[config.mk]
export PLATFORM = sky130hd
export DESIGN_NAME = spi_flash_responder
export DESIGN_NICKNAME = d
export VERILOG_FILES = /design/src/rtl/spi_flash_responder.sv
export SDC_FILE = /design/constraint.sdc
export NUM_CORES = 1
export LEC_CHECK = 0
export BUFFER_PORTS_ARGS = -buffer_cell sky130_fd_sc_hd__buf_2
export CAP_MARGIN = 40
export CORE_UTILIZATION = 60
export CTS_BUF_LIST = sky130_fd_sc_hd__clkbuf_4
export CTS_CLUSTER_SIZE = 40
export DETAILED_ROUTE_END_ITERATION = 12
export PLACE_DENSITY = 0.8
export SYNTH_ARGS = -nofsm -noshare
export SYNTH_HDL_FRONTEND = slang
export SYNTH_SLANG_ARGS = --single-unit
[constraint.sdc]
create_clock -name clk -period 2.5 [get_ports clk]
set_input_delay 0.125 -clock clk [delete_from_list [all_inputs] [get_ports clk]]
set_output_delay 0.125 -clock clk [all_outputs]
set_load 0.01 [all_outputs]
[src/rtl/spi_flash_responder.sv]
// SPI mode-0 target that impersonates a serial flash: READ streams bytes from a
// backing memory, WAKE and unknown opcodes are swallowed without a response.
module spi_flash_responder #(
  parameter int          ADDR_WIDTH = 16,
  parameter logic [7:0]  READ_CMD   = 8'h03,
  parameter logic [7:0]  WAKE_CMD   = 8'hAB
) (
  input  logic                  clk,
  input  logic                  reset_n,
  input  logic                  spi_cs,
  input  logic                  spi_sclk,
  input  logic                  spi_mosi,
  output logic                  spi_miso,
  output logic [ADDR_WIDTH-1:0] mem_addr,
  output logic                  mem_rd,
  input  logic [7:0]            mem_rdata,
  output logic                  busy
);

  typedef enum logic [2:0] {IDLE, CMD, ADDR, DATA, IGNORE} state_t;

  state_t      state, state_next;
  logic        cs_meta, cs_sync, cs_prev;
  logic        sclk_meta, sclk_sync, sclk_prev;
  logic        mosi_meta, mosi_sync;
  logic        rise, fall, cs_fall;
  logic [4:0]  bit_cnt;
  logic [22:0] shift_reg;
  logic [23:0] addr_cur, addr_in, addr_next;
  logic [7:0]  opcode, byte_buf, tx_shift;
  logic        rd_q;

  assign rise      = sclk_sync & ~sclk_prev;
  assign fall      = ~sclk_sync & sclk_prev;
  // Sync flops reset low, so a cs held low through reset does not look like a new frame.
  assign cs_fall   = cs_prev & ~cs_sync;
  assign opcode    = {shift_reg[6:0], mosi_sync};
  assign addr_in   = {shift_reg, mosi_sync};
  assign addr_next = addr_cur + 24'd1;

  always_ff @(posedge clk or negedge reset_n) begin
    if (!reset_n) begin
      cs_meta   <= 1'b0;
      cs_sync   <= 1'b0;
      cs_prev   <= 1'b0;
      sclk_meta <= 1'b0;
      sclk_sync <= 1'b0;
      sclk_prev <= 1'b0;
      mosi_meta <= 1'b0;
      mosi_sync <= 1'b0;
    end else begin
      cs_meta   <= spi_cs;
      cs_sync   <= cs_meta;
      cs_prev   <= cs_sync;
      sclk_meta <= spi_sclk;
      sclk_sync <= sclk_meta;
      sclk_prev <= sclk_sync;
      mosi_meta <= spi_mosi;
      mosi_sync <= mosi_meta;
    end
  end

  always_ff @(posedge clk or negedge reset_n) begin
    if (!reset_n) state <= IDLE;
    else          state <= state_next;
  end

  always_comb begin
    state_next = state;
    case (state)
      IDLE: if (cs_fall) state_next = CMD;
      CMD: begin
        if (rise && bit_cnt == 5'd7) begin
          if (opcode == READ_CMD)      state_next = ADDR;
          else if (opcode == WAKE_CMD) state_next = IGNORE;
          else                         state_next = IGNORE;
        end
      end
      ADDR: if (rise && bit_cnt == 5'd23) state_next = DATA;
      default: state_next = state;
    endcase
    // Deselect wins over everything, whatever bit we were in the middle of.
    if (state != IDLE && cs_sync) state_next = IDLE;
  end

  always_ff @(posedge clk or negedge reset_n) begin
    if (!reset_n) begin
      bit_cnt   <= '0;
      shift_reg <= '0;
      addr_cur  <= '0;
      byte_buf  <= '0;
      tx_shift  <= '0;
      rd_q      <= 1'b0;
      mem_rd    <= 1'b0;
      mem_addr  <= '0;
      spi_miso  <= 1'b0;
      busy      <= 1'b0;
    end else begin
      mem_rd <= 1'b0;
      rd_q   <= mem_rd;
      busy   <= ~cs_sync;
      if (rd_q) byte_buf <= mem_rdata;

      if (state_next != state)
        bit_cnt <= '0;
      else if (rise && (state == CMD || state == ADDR || state == DATA))
        bit_cnt <= (state == DATA && bit_cnt == 5'd7) ? 5'd0 : bit_cnt + 5'd1;

      if (state == IDLE && cs_fall)
        shift_reg <= '0;
      else if (rise && (state == CMD || state == ADDR))
        shift_reg <= addr_in[22:0];

      if (state == ADDR && state_next == DATA) begin
        addr_cur <= addr_in;
        mem_addr <= addr_in[ADDR_WIDTH-1:0];
        mem_rd   <= 1'b1;
      end else if (state == DATA && state_next == DATA && rise && bit_cnt == 5'd7) begin
        // Prefetch the next byte; it lands in byte_buf well before the next fall.
        addr_cur <= addr_next;
        mem_addr <= addr_next[ADDR_WIDTH-1:0];
        mem_rd   <= 1'b1;
      end

      if (state_next != DATA) begin
        spi_miso <= 1'b0;
        tx_shift <= '0;
      end else if (state == DATA && fall) begin
        if (bit_cnt == 5'd0) {spi_miso, tx_shift} <= {byte_buf, 1'b0};
        else                 {spi_miso, tx_shift} <= {tx_shift, 1'b0};
      end
    end
  end

endmodule

Word-level counts from Yosys, hierarchy flattened:

Cells that the tools add are included.

* eq/ne operators: 9
* reduce and logical (&&, ||, !) cells: 21
* multiplexer cells: 23
* bitwise operators: 6
* add/sub/neg operators: 2

Operator list (number)
* $mux W24: 2
* $mux W23: 2
* $mux W16: 2
* $add A24 B1 Y24 const B: 1
* $mux W8: 3
* $mux W3: 5
* $mux W5: 3
* $logic_and A1 B1 Y1: 12
* $eq A3 B2 Y1 const B: 3
* $pmux W3 S3: 1
* $eq A8 B2 Y1 const B: 1
* $reduce_bool A2 Y1: 4
* $add A5 B1 Y5 const B: 1
* $eq A5 B3 Y1 const B: 1
* $eq A5 B5 Y1 const B: 1
* $logic_not A5 Y1: 1
* $mux W1: 5
* $and A1 B1 Y1: 3
* $eq A3 B1 Y1 const B: 1
* $logic_not A3 Y1: 1
* $ne A3 B2 Y1 const B: 1
* $ne A3 B3 Y1: 1
* $not A1 Y1: 3
* $reduce_bool A3 Y1: 1
* $logic_or A1 B1 Y1: 2

* flip-flop bits (word level): 99
* output and inout bits: 19

Logic depth before layout (Yosys ltp):

* word-level depth: 12
* mapped depth: 7

Worst setup path before layout:

No wires, ideal clock.

* path kind: flip-flop to flip-flop
* start point: reg bit_cnt[0]
* end point: reg tx_shift[1]
* cell stages (with the launch flop): 7
* arrival: 1.692 ns
* library setup time: 0.122 ns
* path slack: 0.686 ns
* cell sequence: dfrtp_1 -> ha_1 -> and4bb_2 -> nand2_1 -> o41a_2 -> o221a_4 -> a21boi_2

* word-level cells in the longest chain between the ends: 7
* elaborated cells on any way between the ends: 14
* those cells by class: eq/ne: 3; mux: 7; reduce/logical: 4

Ends and longest elaborated chain
* start: declaration: RTL line 27 `logic [4:0] bit_cnt;`
* start signal: assignment: RTL line 107 `bit_cnt <= (state == DATA && bit_cnt == 5'd7) ? 5'd0 : bit_cnt + 5'd1;`
* $eq A5 B5 Y1 / $eq A5 B3 Y1 (equally long branches): RTL line 79, 73
* $logic_and A1 B1 Y1 (on tied branches): RTL line 79, 73
* $mux W3 (on tied branches): RTL line 79, 73
* $pmux W3 S3: RTL line 70 `case (state)`
* $mux W3: RTL line 83 `if (state != IDLE && cs_sync) state_next = IDLE;`
* $ne A3 B2 Y1: RTL line 125 `if (state_next != DATA) begin`
* $mux W8 / $reduce_bool A2 Y1 (equally long branches)
* end signal: assignment: RTL line 129 `if (bit_cnt == 5'd0) {spi_miso, tx_shift} <= {byte_buf, 1'b0};`
* end signal: assignment: RTL line 130 `else {spi_miso, tx_shift} <= {tx_shift, 1'b0};`
* end: declaration: RTL line 30 `logic [7:0] opcode, byte_buf, tx_shift;`

Several ways; a longest one is shown, not always the timed one. The select of a mux whose other input is x is not followed.
A chain may end at the register's enable or synchronous reset.

Worst setup path in the final report:

* start point: reg state[1]
* end point: reg mem_addr[4]

* word-level cells in the longest chain between the ends: 8
* elaborated cells on any way between the ends: 18
* those cells by class: eq/ne: 4; mux: 6; reduce/logical: 8

Ends and longest elaborated chain
* start: declaration: RTL line 22 `state_t state, state_next;`
* start signal: assignment: RTL line 65 `else state <= state_next;`
* $eq A3 B2 Y1, or another cell as far along: RTL line 70, 114
* $pmux W3 S3 / $logic_and A1 B1 Y1 (equally long branches): RTL line 70, 83
* $mux W3: RTL line 83
* $eq A3 B2 Y1: RTL line 114, 118
* $logic_and A1 B1 Y1 (3 in a row): RTL line 118 `end else if (state == DATA && state_next == DATA && rise && bit_cnt == 5'd7) begin`
* $reduce_bool A2 Y1 (no line)
* end signal: assignment: RTL line 116 `mem_addr <= addr_in[ADDR_WIDTH-1:0];`
* end signal: assignment: RTL line 121 `mem_addr <= addr_next[ADDR_WIDTH-1:0];`
* end: declaration: RTL line 14 `output logic [ADDR_WIDTH-1:0] mem_addr,`

Several ways; a longest one is shown, not always the timed one.

==> results.tsv <==
metric	value	unit
status	complete, no violations	
finalMaxSlewViolations	0	
fmax	463	MHz
cp.arrival	2420	ps
n_antenna_cell	0	
cellLeakagePower	0.00181	uW
crit_type	reg2reg	
overflow	0	
initial_utilization	63.3	%
clockBufferDepth	2	
die_y	73.3	um
slew-limit-headroom	57.4	%
core_area	4820	sq um
synthTopCellsByArea	dfrtp_1, a22o_1, nand2_1, mux2_2, nor2_1	
gp_congestion	0.877	
grt_first_pass_wirelength	10.6	mm
path_clk_slew	100	ps
dpl.hpwl	4.28	mm
async_flop_share	100	%
first_pass_iters	4	
drt_iter0_markers	104	
port_buffers	31	
synth_flop_cell	dfrtp_1	
io_pins	32	
ant_nets	0	
synthesis.area	3050	sq um
synthesis.nets	300	
finalHoldWorstSlack	262	ps
cts_root_buf	clkbuf_4	
nets	347	
cp_max_fo	22	
sw_frac_of_total	21.4	%
setup_viol	0	
numClockSinks	66	
synth.distinct_cells	47	
drive_gt1_share	20.6	%
hold_class	in2async	
max_cap_violations	0	
track_usage	26.6	%
grt_pass1_vias	2308	
drt_wl_total	6.27	mm
grt_setup_unrepaired	no	
synth_top_area_share	54.2	%
cts_buffers	9	
avgSynthCellArea	10.7	sq um
r2r_end	mem_addr[4]	
pwr-share-seq	53.0	%
h-tree-depth	3	
post-route-period-util	86.5	%
r2r_cells	5	
netSwitchingPower	443	uW
syn_inst	284	
num_rows	25	
clock_latency	400	ps
p_comb_share	5.3	%
routedWlPerCell	15.6	um
fin_util	74.4	%
skew	15.8	ps
synth-edff-count	0	
synth_warnings	0	
antenna_found_initial	0	
min_period	2160	ps
worstMarginPinSlew	635	ps
r2r_slack	340	ps
clockPowerShare	41.7	%
dieArea	5370	sq um
drc	0	
grt_max_degree	41	
cts_tree	yes	
p_total	2070	uW
power_density	577	nW/um^2
viasPerCell	5.92	
peakVddDrop	584	uV
required	2760	ps
p_int	1620	uW
endpoint_kind	register	
place_inst	375	
fin_tns_setup	0	ps
r2r-start	state[1]	
via_count	2379	
seq_area_frac_synth	54.2	%
stdcell_count	402	
fp.dieW	73.3	um
start_kind	register	
yosys_register_bits	66	
yosysTopAreaCell	dfrtp_1	
synthToLayoutAreaGrowth	17.6	%
hold_viol_final	0	
==> stage by stage <==
step	instance area (sq um)	worst slack, ps
after floorplan	3050	686
after global placement	3280	508
after detailed placement	3290	392
after CTS	3580	386
after global routing	3580	116
final	3580	339
==> layer usage <==
layer / global-route usage (%) / share of wire [%] / vias to the layer above
met2: 44.7 / 48 / 84
met4: 10.9 / 1.9 / 0
met5: 0 / 0 / -
met1: 33.3 / 44 / 1161
li1: - / - / 1120
met3: 6.17 / 5.7 / 14
==> synthesized netlist by cell type, drive strengths merged (2+ instances only) <==
cell,instances
o211a,7
or3,3
nand3,6
a21oi,11
nand2,35
ha,3
dfrtp,66
a31oi,3
a22o,15
a31o,2
clkbuf,7
buf,6
and2,3
inv,9
nor4,6
and4bb,3
xor2,5
nor2,19
xnor2,7
o21ai,15
nand4,7
nor3,7
nor2b,3
nand2b,2
mux2i,7
mux2,8
o311ai,3
==> how the worst max path moves through the flow <==
stage | start | endpoint | slack (ps) | cells past startpoint
floorplan | bit_cnt[0] | tx_shift[1] | 690 | 6
global placement | bit_cnt[0] | addr_cur[15] | 510 | 6
detailed placement | state[1] | mem_addr[4] | 390 | 5
CTS | state[1] | mem_addr[4] | 390 | 5
global route | state[1] | addr_cur[15] | 120 | 5
finish | state[1] | mem_addr[4] | 340 | 5
==> worst max-delay path: stages, from the launching register on <==
cell and delay [ps]:
dfrtp_1 520, nor2b_1 320, and4bb_2 580, nor2_1 230, o21ai_0 220, o311ai_0 160
==> power by group through the flow <==
stage / combinational [uW] / sequential [uW] / clock [uW]
final: 109 / 1100 / 862
after global routing: 123 / 1100 / 936
after CTS: 111 / 1090 / 875
after detailed placement: 96.0 / 1120 / 0
after global placement: 92.1 / 1110 / 0
after floorplan: 50.1 / 1110 / 0
==> placed cells by master, fill, tap and decap left out, drive strengths merged, types with 5 or more instances in the layout <==
cell / netlist / routed
dfrtp: 66 / 66
buf: 6 / 37
nand2: 35 / 35
nor2: 19 / 19
a22o: 15 / 15
o21ai: 15 / 15
dlygate4sd3: 0 / 12
a21oi: 11 / 11
inv: 9 / 9
clkbuf: 7 / 9
mux2: 8 / 8
nor3: 7 / 7
nand4: 7 / 7
xnor2: 7 / 7
mux2i: 7 / 7
o211a: 7 / 7
nand3: 6 / 6
nor4: 6 / 6
xor2: 5 / 5
==> cells by family (layout without fill, tap and decap cells) <==
kind of cell / count (synthesis) / in the layout / synth area share (%)
AO/OA/AOI/OAI: 65 / 65 / 15.8
adder cells (fa/ha/maj): 3 / 3 / 1.23
AND/OR/NAND/NOR: 101 / 101 / 17.0
flip-flops: 66 / 66 / 54.2
XOR/XNOR: 12 / 12 / 3.45
buffers and inverters: 22 / 73 / 3.08
multiplexers: 15 / 15 / 5.25
==> what timing repair did <==
item                      4_1_cts  5_1_grt
gates resized for setup         0        0
setup buffers                   0        0
hold endpoints to repair       37        0
hold buffers                   12        0
==> layout make-up <==
class	instances	area, sq um
Sequential cell	66	1650
Multi-Input combinational cell	196	1310
Fill cell	358	1230
Timing Repair Buffer	49	333
Clock inverter	6	106
Tap cell	67	83.8
Clock buffer	9	67.6
Inverter	9	33.8
(Power assumes the default switching activity.)
